$ cat config.mk
export PLATFORM = sky130hd
export DESIGN_NAME = adc_serial_responder
export DESIGN_NICKNAME = d
export VERILOG_FILES = /design/src/rtl/adc_resp_pkg.sv /design/src/rtl/adc_resp_sync.sv /design/src/rtl/adc_serial_responder.sv
export SDC_FILE = /design/constraint.sdc
export NUM_CORES = 1
export LEC_CHECK = 0
export ABC_AREA = 1
export BUFFER_PORTS_ARGS = -buffer_cell sky130_fd_sc_hd__buf_2
export CAP_MARGIN = 30
export CORE_UTILIZATION = 67
export CTS_CLUSTER_DIAMETER = 40
export DETAILED_ROUTE_END_ITERATION = 16
export PLACE_DENSITY_LB_ADDON = 0.1
export SETUP_SLACK_MARGIN = 0.2
export SYNTH_ARGS = -nofsm -noshare
export SYNTH_HDL_FRONTEND = slang
export SYNTH_HIERARCHICAL = 1
export SYNTH_SLANG_ARGS = --single-unit
$ cat constraint.sdc
create_clock -name Clock -period 5.7 [get_ports Clock]
set_clock_uncertainty 0.05 [all_clocks]
set_input_delay 0.285 -clock Clock [delete_from_list [all_inputs] [get_ports Clock]]
set_output_delay 0.285 -clock Clock [all_outputs]
set_load 0.005 [all_outputs]
$ cat src/rtl/adc_resp_pkg.sv
// Shared constants, frame layout and register reset table for adc_serial_responder.
package adc_resp_pkg;

  localparam logic [11:0] FRAME_HEADER = 12'h001;
  localparam int          FRAME_BITS   = 32;
  localparam logic [3:0]  CFG_ADDR     = 4'h1;
  localparam int          CAL_BIT      = 15;

  localparam logic [1:0] SS_IDLE  = 2'd0;
  localparam logic [1:0] SS_SHIFT = 2'd1;
  localparam logic [1:0] SS_WAIT  = 2'd2;

  localparam logic [1:0] CS_IDLE = 2'd0;
  localparam logic [1:0] CS_DLY  = 2'd1;
  localparam logic [1:0] CS_RUN  = 2'd2;

  typedef struct packed {
    logic [11:0] header;
    logic [3:0]  addr;
    logic [15:0] data;
  } frame_t;

  function automatic logic [15:0] reg_reset_value(input logic [3:0] addr);
    logic [15:0] value;
    case (addr)
      4'h2:    value = 16'h0A5A;
      4'h3:    value = 16'h1F00;
      4'h4:    value = 16'h0010;
      4'h5:    value = 16'h5A5A;
      4'h6:    value = 16'h7FFF;
      4'hF:    value = 16'hC0DE;
      default: value = 16'h0000;
    endcase
    return value;
  endfunction

endpackage

$ cat src/rtl/adc_resp_sync.sv
// Two-flop synchronizer with registered rise/fall pulses: 3-cycle pin-to-pulse latency.
module adc_resp_sync (
  input  logic clk,
  input  logic rst_n,
  input  logic din,
  output logic rise,
  output logic fall
);

  logic s1_reg, s2_reg, s3_reg;
  logic rise_reg, fall_reg;

  always_ff @(posedge clk or negedge rst_n) begin
    if (!rst_n) begin
      s1_reg   <= 1'b0;
      s2_reg   <= 1'b0;
      s3_reg   <= 1'b0;
      rise_reg <= 1'b0;
      fall_reg <= 1'b0;
    end else begin
      s1_reg   <= din;
      s2_reg   <= s1_reg;
      s3_reg   <= s2_reg;
      rise_reg <= s2_reg & ~s3_reg;
      fall_reg <= ~s2_reg & s3_reg;
    end
  end

  assign rise = rise_reg;
  assign fall = fall_reg;

endmodule

$ cat src/rtl/adc_serial_responder.sv
// Far-end model of the ADC three-wire control port and calibration handshake.
// Calibration logic is built only when ADC_RESP_CAL_EN is defined.
module adc_serial_responder
  import adc_resp_pkg::*;
#(
  parameter int CAL_DELAY  = 4,
  parameter int CAL_LENGTH = 10
) (
  input  logic        Clock,
  input  logic        Reset,
  input  logic        InSclk,
  input  logic        InSdata,
  input  logic        InSelect,
  input  logic        InPD,
  input  logic        InCal,
  output logic        OutCalRunning,
  output logic        OutRegWrite,
  output logic [3:0]  OutRegAddr,
  output logic [15:0] OutRegData,
  output logic        OutFrameError,
  input  logic [3:0]  InRdAddr,
  output logic [15:0] OutRdData
);

  logic sclk_rise, sclk_fall_unused;
  logic sel_rise, sel_fall;

  adc_resp_sync u_sync_sclk (
    .clk   (Clock),
    .rst_n (Reset),
    .din   (InSclk),
    .rise  (sclk_rise),
    .fall  (sclk_fall_unused)
  );

  adc_resp_sync u_sync_sel (
    .clk   (Clock),
    .rst_n (Reset),
    .din   (InSelect),
    .rise  (sel_rise),
    .fall  (sel_fall)
  );

  // Sdata is delayed to stay aligned with the value Sclk had when its edge was seen.
  logic sdata_s1_reg, sdata_s2_reg, sdata_s3_reg;

  always_ff @(posedge Clock or negedge Reset) begin
    if (!Reset) begin
      sdata_s1_reg <= 1'b0;
      sdata_s2_reg <= 1'b0;
      sdata_s3_reg <= 1'b0;
    end else begin
      sdata_s1_reg <= InSdata;
      sdata_s2_reg <= sdata_s1_reg;
      sdata_s3_reg <= sdata_s2_reg;
    end
  end

  logic [1:0]  ser_state_reg, ser_state_next;
  logic [30:0] shift_reg, shift_next;
  logic [4:0]  count_reg, count_next;
  frame_t      frame_word;
  logic        header_ok;
  logic        commit;
  logic        frame_err;

  assign frame_word = frame_t'({shift_reg, sdata_s3_reg});
  assign header_ok  = (frame_word.header == FRAME_HEADER);

  // An Sclk edge in the same cycle as a Select rise is consumed first.
  always_comb begin
    ser_state_next = ser_state_reg;
    shift_next     = shift_reg;
    count_next     = count_reg;
    commit         = 1'b0;
    frame_err      = 1'b0;
    case (ser_state_reg)
      SS_IDLE: begin
        if (sel_fall) begin
          shift_next     = '0;
          count_next     = '0;
          ser_state_next = SS_SHIFT;
        end
      end
      SS_SHIFT: begin
        if (sclk_rise) begin
          shift_next = frame_word[30:0];
          count_next = count_reg + 5'd1;
          if (count_reg == 5'(FRAME_BITS - 1)) begin
            commit         = header_ok;
            frame_err      = ~header_ok;
            ser_state_next = sel_rise ? SS_IDLE : SS_WAIT;
          end else if (sel_rise) begin
            frame_err      = 1'b1;
            ser_state_next = SS_IDLE;
          end
        end else if (sel_rise) begin
          frame_err      = 1'b1;
          ser_state_next = SS_IDLE;
        end
      end
      SS_WAIT: begin
        if (sel_rise) begin
          ser_state_next = SS_IDLE;
        end
      end
      default: ser_state_next = SS_IDLE;
    endcase
  end

  logic        reg_write_reg;
  logic        frame_error_reg;
  logic [3:0]  reg_addr_reg;
  logic [15:0] reg_data_reg;

  always_ff @(posedge Clock or negedge Reset) begin
    if (!Reset) begin
      ser_state_reg   <= SS_IDLE;
      shift_reg       <= '0;
      count_reg       <= '0;
      reg_write_reg   <= 1'b0;
      frame_error_reg <= 1'b0;
      reg_addr_reg    <= '0;
      reg_data_reg    <= '0;
    end else begin
      ser_state_reg   <= ser_state_next;
      shift_reg       <= shift_next;
      count_reg       <= count_next;
      reg_write_reg   <= commit;
      frame_error_reg <= frame_err;
      if (commit) begin
        reg_addr_reg <= frame_word.addr;
        reg_data_reg <= frame_word.data;
      end
    end
  end

  logic [15:0] regfile [16];
  logic [15:0] rd_data_reg;

  always_ff @(posedge Clock or negedge Reset) begin
    if (!Reset) begin
      for (int i = 0; i < 16; i++) begin
        regfile[i] <= reg_reset_value(4'(i));
      end
    end else if (commit) begin
      regfile[frame_word.addr] <= frame_word.data;
    end
  end

  // Read samples the array before this cycle's write lands, so a collision returns old data.
  always_ff @(posedge Clock or negedge Reset) begin
    if (!Reset) begin
      rd_data_reg <= '0;
    end else begin
      rd_data_reg <= regfile[InRdAddr];
    end
  end

  assign OutRegWrite   = reg_write_reg;
  assign OutFrameError = frame_error_reg;
  assign OutRegAddr    = reg_addr_reg;
  assign OutRegData    = reg_data_reg;
  assign OutRdData     = rd_data_reg;

`ifdef ADC_RESP_CAL_EN
  localparam int CAL_MAX = (CAL_DELAY > CAL_LENGTH) ? CAL_DELAY : CAL_LENGTH;
  localparam int CNT_W   = (CAL_MAX < 2) ? 1 : $clog2(CAL_MAX + 1);

  logic cal_rise, cal_fall_unused;

  adc_resp_sync u_sync_cal (
    .clk   (Clock),
    .rst_n (Reset),
    .din   (InCal),
    .rise  (cal_rise),
    .fall  (cal_fall_unused)
  );

  logic [1:0]       cal_state_reg, cal_state_next;
  logic [CNT_W-1:0] cal_cnt_reg, cal_cnt_next;
  logic             cal_running_reg;
  logic             cfg_cal;

  assign cfg_cal = commit && (frame_word.addr == CFG_ADDR) && frame_word.data[CAL_BIT];

  // Power-down outranks every other transition.
  always_comb begin
    cal_state_next = cal_state_reg;
    cal_cnt_next   = cal_cnt_reg;
    if (InPD) begin
      cal_state_next = CS_IDLE;
      cal_cnt_next   = '0;
    end else begin
      case (cal_state_reg)
        CS_IDLE: begin
          if (cal_rise || cfg_cal) begin
            cal_state_next = CS_DLY;
            cal_cnt_next   = '0;
          end
        end
        CS_DLY: begin
          if (int'(cal_cnt_reg) + 1 >= CAL_DELAY) begin
            cal_state_next = CS_RUN;
            cal_cnt_next   = '0;
          end else begin
            cal_cnt_next = cal_cnt_reg + CNT_W'(1);
          end
        end
        CS_RUN: begin
          if (int'(cal_cnt_reg) + 1 >= CAL_LENGTH) begin
            cal_state_next = CS_IDLE;
            cal_cnt_next   = '0;
          end else begin
            cal_cnt_next = cal_cnt_reg + CNT_W'(1);
          end
        end
        default: begin
          cal_state_next = CS_IDLE;
          cal_cnt_next   = '0;
        end
      endcase
    end
  end

  always_ff @(posedge Clock or negedge Reset) begin
    if (!Reset) begin
      cal_state_reg   <= CS_IDLE;
      cal_cnt_reg     <= '0;
      cal_running_reg <= 1'b0;
    end else begin
      cal_state_reg   <= cal_state_next;
      cal_cnt_reg     <= cal_cnt_next;
      cal_running_reg <= (cal_state_next == CS_RUN);
    end
  end

  assign OutCalRunning = cal_running_reg;
`else
  logic unused_cal;
  assign unused_cal = ^{InCal, InPD, CAL_DELAY != 0, CAL_LENGTH != 0,
                        CFG_ADDR, CAL_BIT != 0, CS_IDLE, CS_DLY, CS_RUN};
  assign OutCalRunning = 1'b0;
`endif

endmodule

==> flow_metrics.env <==
export IMPL_syn_area_per_cell_um2=7.562
export IMPL_critPathMaxFanout=32
export IMPL_synth_cell_area_mm2=0.01685
export IMPL_slew_viol_final=0
export IMPL_crit_buf_inv=1
export IMPL_hold_viol=0
export IMPL_status="finished clean"
export IMPL_cts_tree="done"
export IMPL_firstDrtPassIters=7
export IMPL_fillers=1794
export IMPL_dieArea_mm2=0.02578
export IMPL_drtIter0Drc=1201
export IMPL_root_buffer="clkbuf_16"
export IMPL_worstPathRequired_ns=6.08
export IMPL_cts_sinks=344
export IMPL_place_ws_ns=3.158
export IMPL_min_period_ns=2.554
export IMPL_nets=2206
export IMPL_final_common_cell="inv_1"
export IMPL_die_h_um=160.6
export IMPL_cp_end_kind="flop"
export IMPL_path_common_cell="ha_1"
export IMPL_cp_num_cells=8
export IMPL_ant_nets=0
export IMPL_p_per_area_mw_per_mm2=329.9
export IMPL_die_w_um=160.6
export IMPL_dp_hpwl_um=21580
export IMPL_holdWs_ns=0.2542
export IMPL_row_count=57
export IMPL_grt_start_max_net_pins=139
export IMPL_diodes=0
export IMPL_finalWorstSetupSlack_ns=3.146
export IMPL_htreeDepth=2
export IMPL_start_kind="flop"
export IMPL_fmaxAchievable_mhz=391.6
export IMPL_drive_above_1_share_pct=8.752
export IMPL_area_growth_synth_to_final_pct=9.647
export IMPL_fin_cells=2552
export IMPL_post_cts_buffers=0
export IMPL_vias=13554
export IMPL_clockBufferDepth=3
export IMPL_crit_type="reg2reg"
export IMPL_grt_total_usage_pct=31.71
export IMPL_gp_congestion=0.7926
export IMPL_fin_crit_sh_pct=44.80
export IMPL_rr_worst_depth=8
export IMPL_maxSlewHeadroom_pct=33.89
export IMPL_final_area_mm2=0.01847
export IMPL_max_stage_delay_ns=0.65
export IMPL_grt_pass1_wl_um=65130
export IMPL_synth_fp_nets=2241
export IMPL_crit_family="simple AND/OR/NAND/NOR gates"
export IMPL_final_cell_mix="446 x inv_1, 429 x nor2_1, 411 x nand2_1"
export IMPL_cp_slowest_cell="nand4_4"
export IMPL_grt_setup_unrepaired="false"
export IMPL_fin_setup_tns_ns=0
export IMPL_cts_inserted_buffers=43
export IMPL_core_area_mm2=0.02446
export IMPL_setup_viol=0
export IMPL_dpl_cell_area_mm2=0.01693
export IMPL_path_clk_slew_ns=0.06
export IMPL_drv_cap=0
export IMPL_placed_cells=2467
export IMPL_overflow=0
export IMPL_cts_resized=0
export IMPL_ir_drop_mv=0.3161
export IMPL_wl_per_cell_um=15.39
export IMPL_wl_um=39270
export IMPL_drc=0
export IMPL_hold_class="in2reg"
export IMPL_initial_core_util_pct=68.87
export IMPL_grt_pass1_vias=12997
export IMPL_clock_latency_ns=0.54
export IMPL_viasPerCell=5.311
export IMPL_antenna_found_initial=0
export IMPL_tightest_slew_ns=0.9882
export IMPL_place_port_buffers=46
export IMPL_yosys_warnings=6
export IMPL_worstPathArrival_ns=2.94
export IMPL_synthCells=2228
export IMPL_largest_register_ffs=256
export IMPL_p_leak_nw=9.888
export IMPL_crit_path_cell_trace="ha_1, nand2_1, nor2_1, ha_1, inv_1, nor2_8, nand4_4, o21ai_1"
export IMPL_io_pins=50
export IMPL_hold_depth=3
[routing by layer]
layer  up-vias  global-route usage, %  routed length (µm)
met5         -                      0                   0
met4         0                  10.13                1051
met3        88                  5.269                2412
met2       404                  52.03               18710
met1      6428                  43.39               17100
li1       6634                      -                   -
[metrics by stage]
stage               power [mW]  util (%)
CTS                      6.104     75.40
detailed placement       3.346     69.19
floorplan                3.126         -
global route             6.302     75.52
global placement         3.327     69.19
finish                   6.095     75.52
[where the power goes]
part	internal, mW	switching (mW)	leakage [nW]	total [mW]
sequential	2.53	0.262	4.55	2.79
clock	1.69	1.08	0.718	2.77
combinational	0.135	0.403	4.62	0.538
total	4.35	1.74	9.89	6.09
[cell type report]
cell class	instances	area (µm²)	share of cell area, %
Multi-Input combinational cell	1290	5802	31.41
Sequential cell	344	8662	46.89
Inverter	448	1682	9.103
Clock buffer	55	1202	6.509
Clock inverter	25	277.8	1.504
Tap cell	324	405.4	2.195
Timing Repair Buffer	66	441.7	2.391
[worst reg2reg max path: stages (launching register included)]
cell and delay [ns]:
dfrtp_1 0.36, ha_1 0.18, nand2_1 0.06, nor2_1 0.09, ha_1 0.17, inv_1 0.09
nor2_8 0.40, nand4_4 0.66, o21ai_1 0.39
[final timing paths]
| check | start | endpoint | slack, ns |
|---|---|---|---|
| worst max register to register | count_reg[0]$_DFFE_PN0P_ | regfile[136]$_DFFE_PN0P_ | 3.15 |
| worst max-delay path | count_reg[0]$_DFFE_PN0P_ | regfile[136]$_DFFE_PN0P_ | 3.15 |
| max in group asynchronous | Reset | shift_reg[11]$_DFFE_PN0P_ | 4.13 |
| worst min-delay path | InRdAddr[3] | OutRdData[7]$_DFF_PN0_ | 0.25 |
| min in group asynchronous | Reset | regfile[45]$_DFFE_PN0P_ | 0.27 |
| worst min register to register | u_sync_sclk/s1_reg$_DFF_PN0_ | u_sync_sclk/s2_reg$_DFF_PN0_ | 0.30 |
[what timing repair did]
item,in CTS,in global routing
endpoints found under the hold margin,65,0
hold buffers,4,0
setup endpoints to repair,0,0
(Power assumes the default switching activity.)
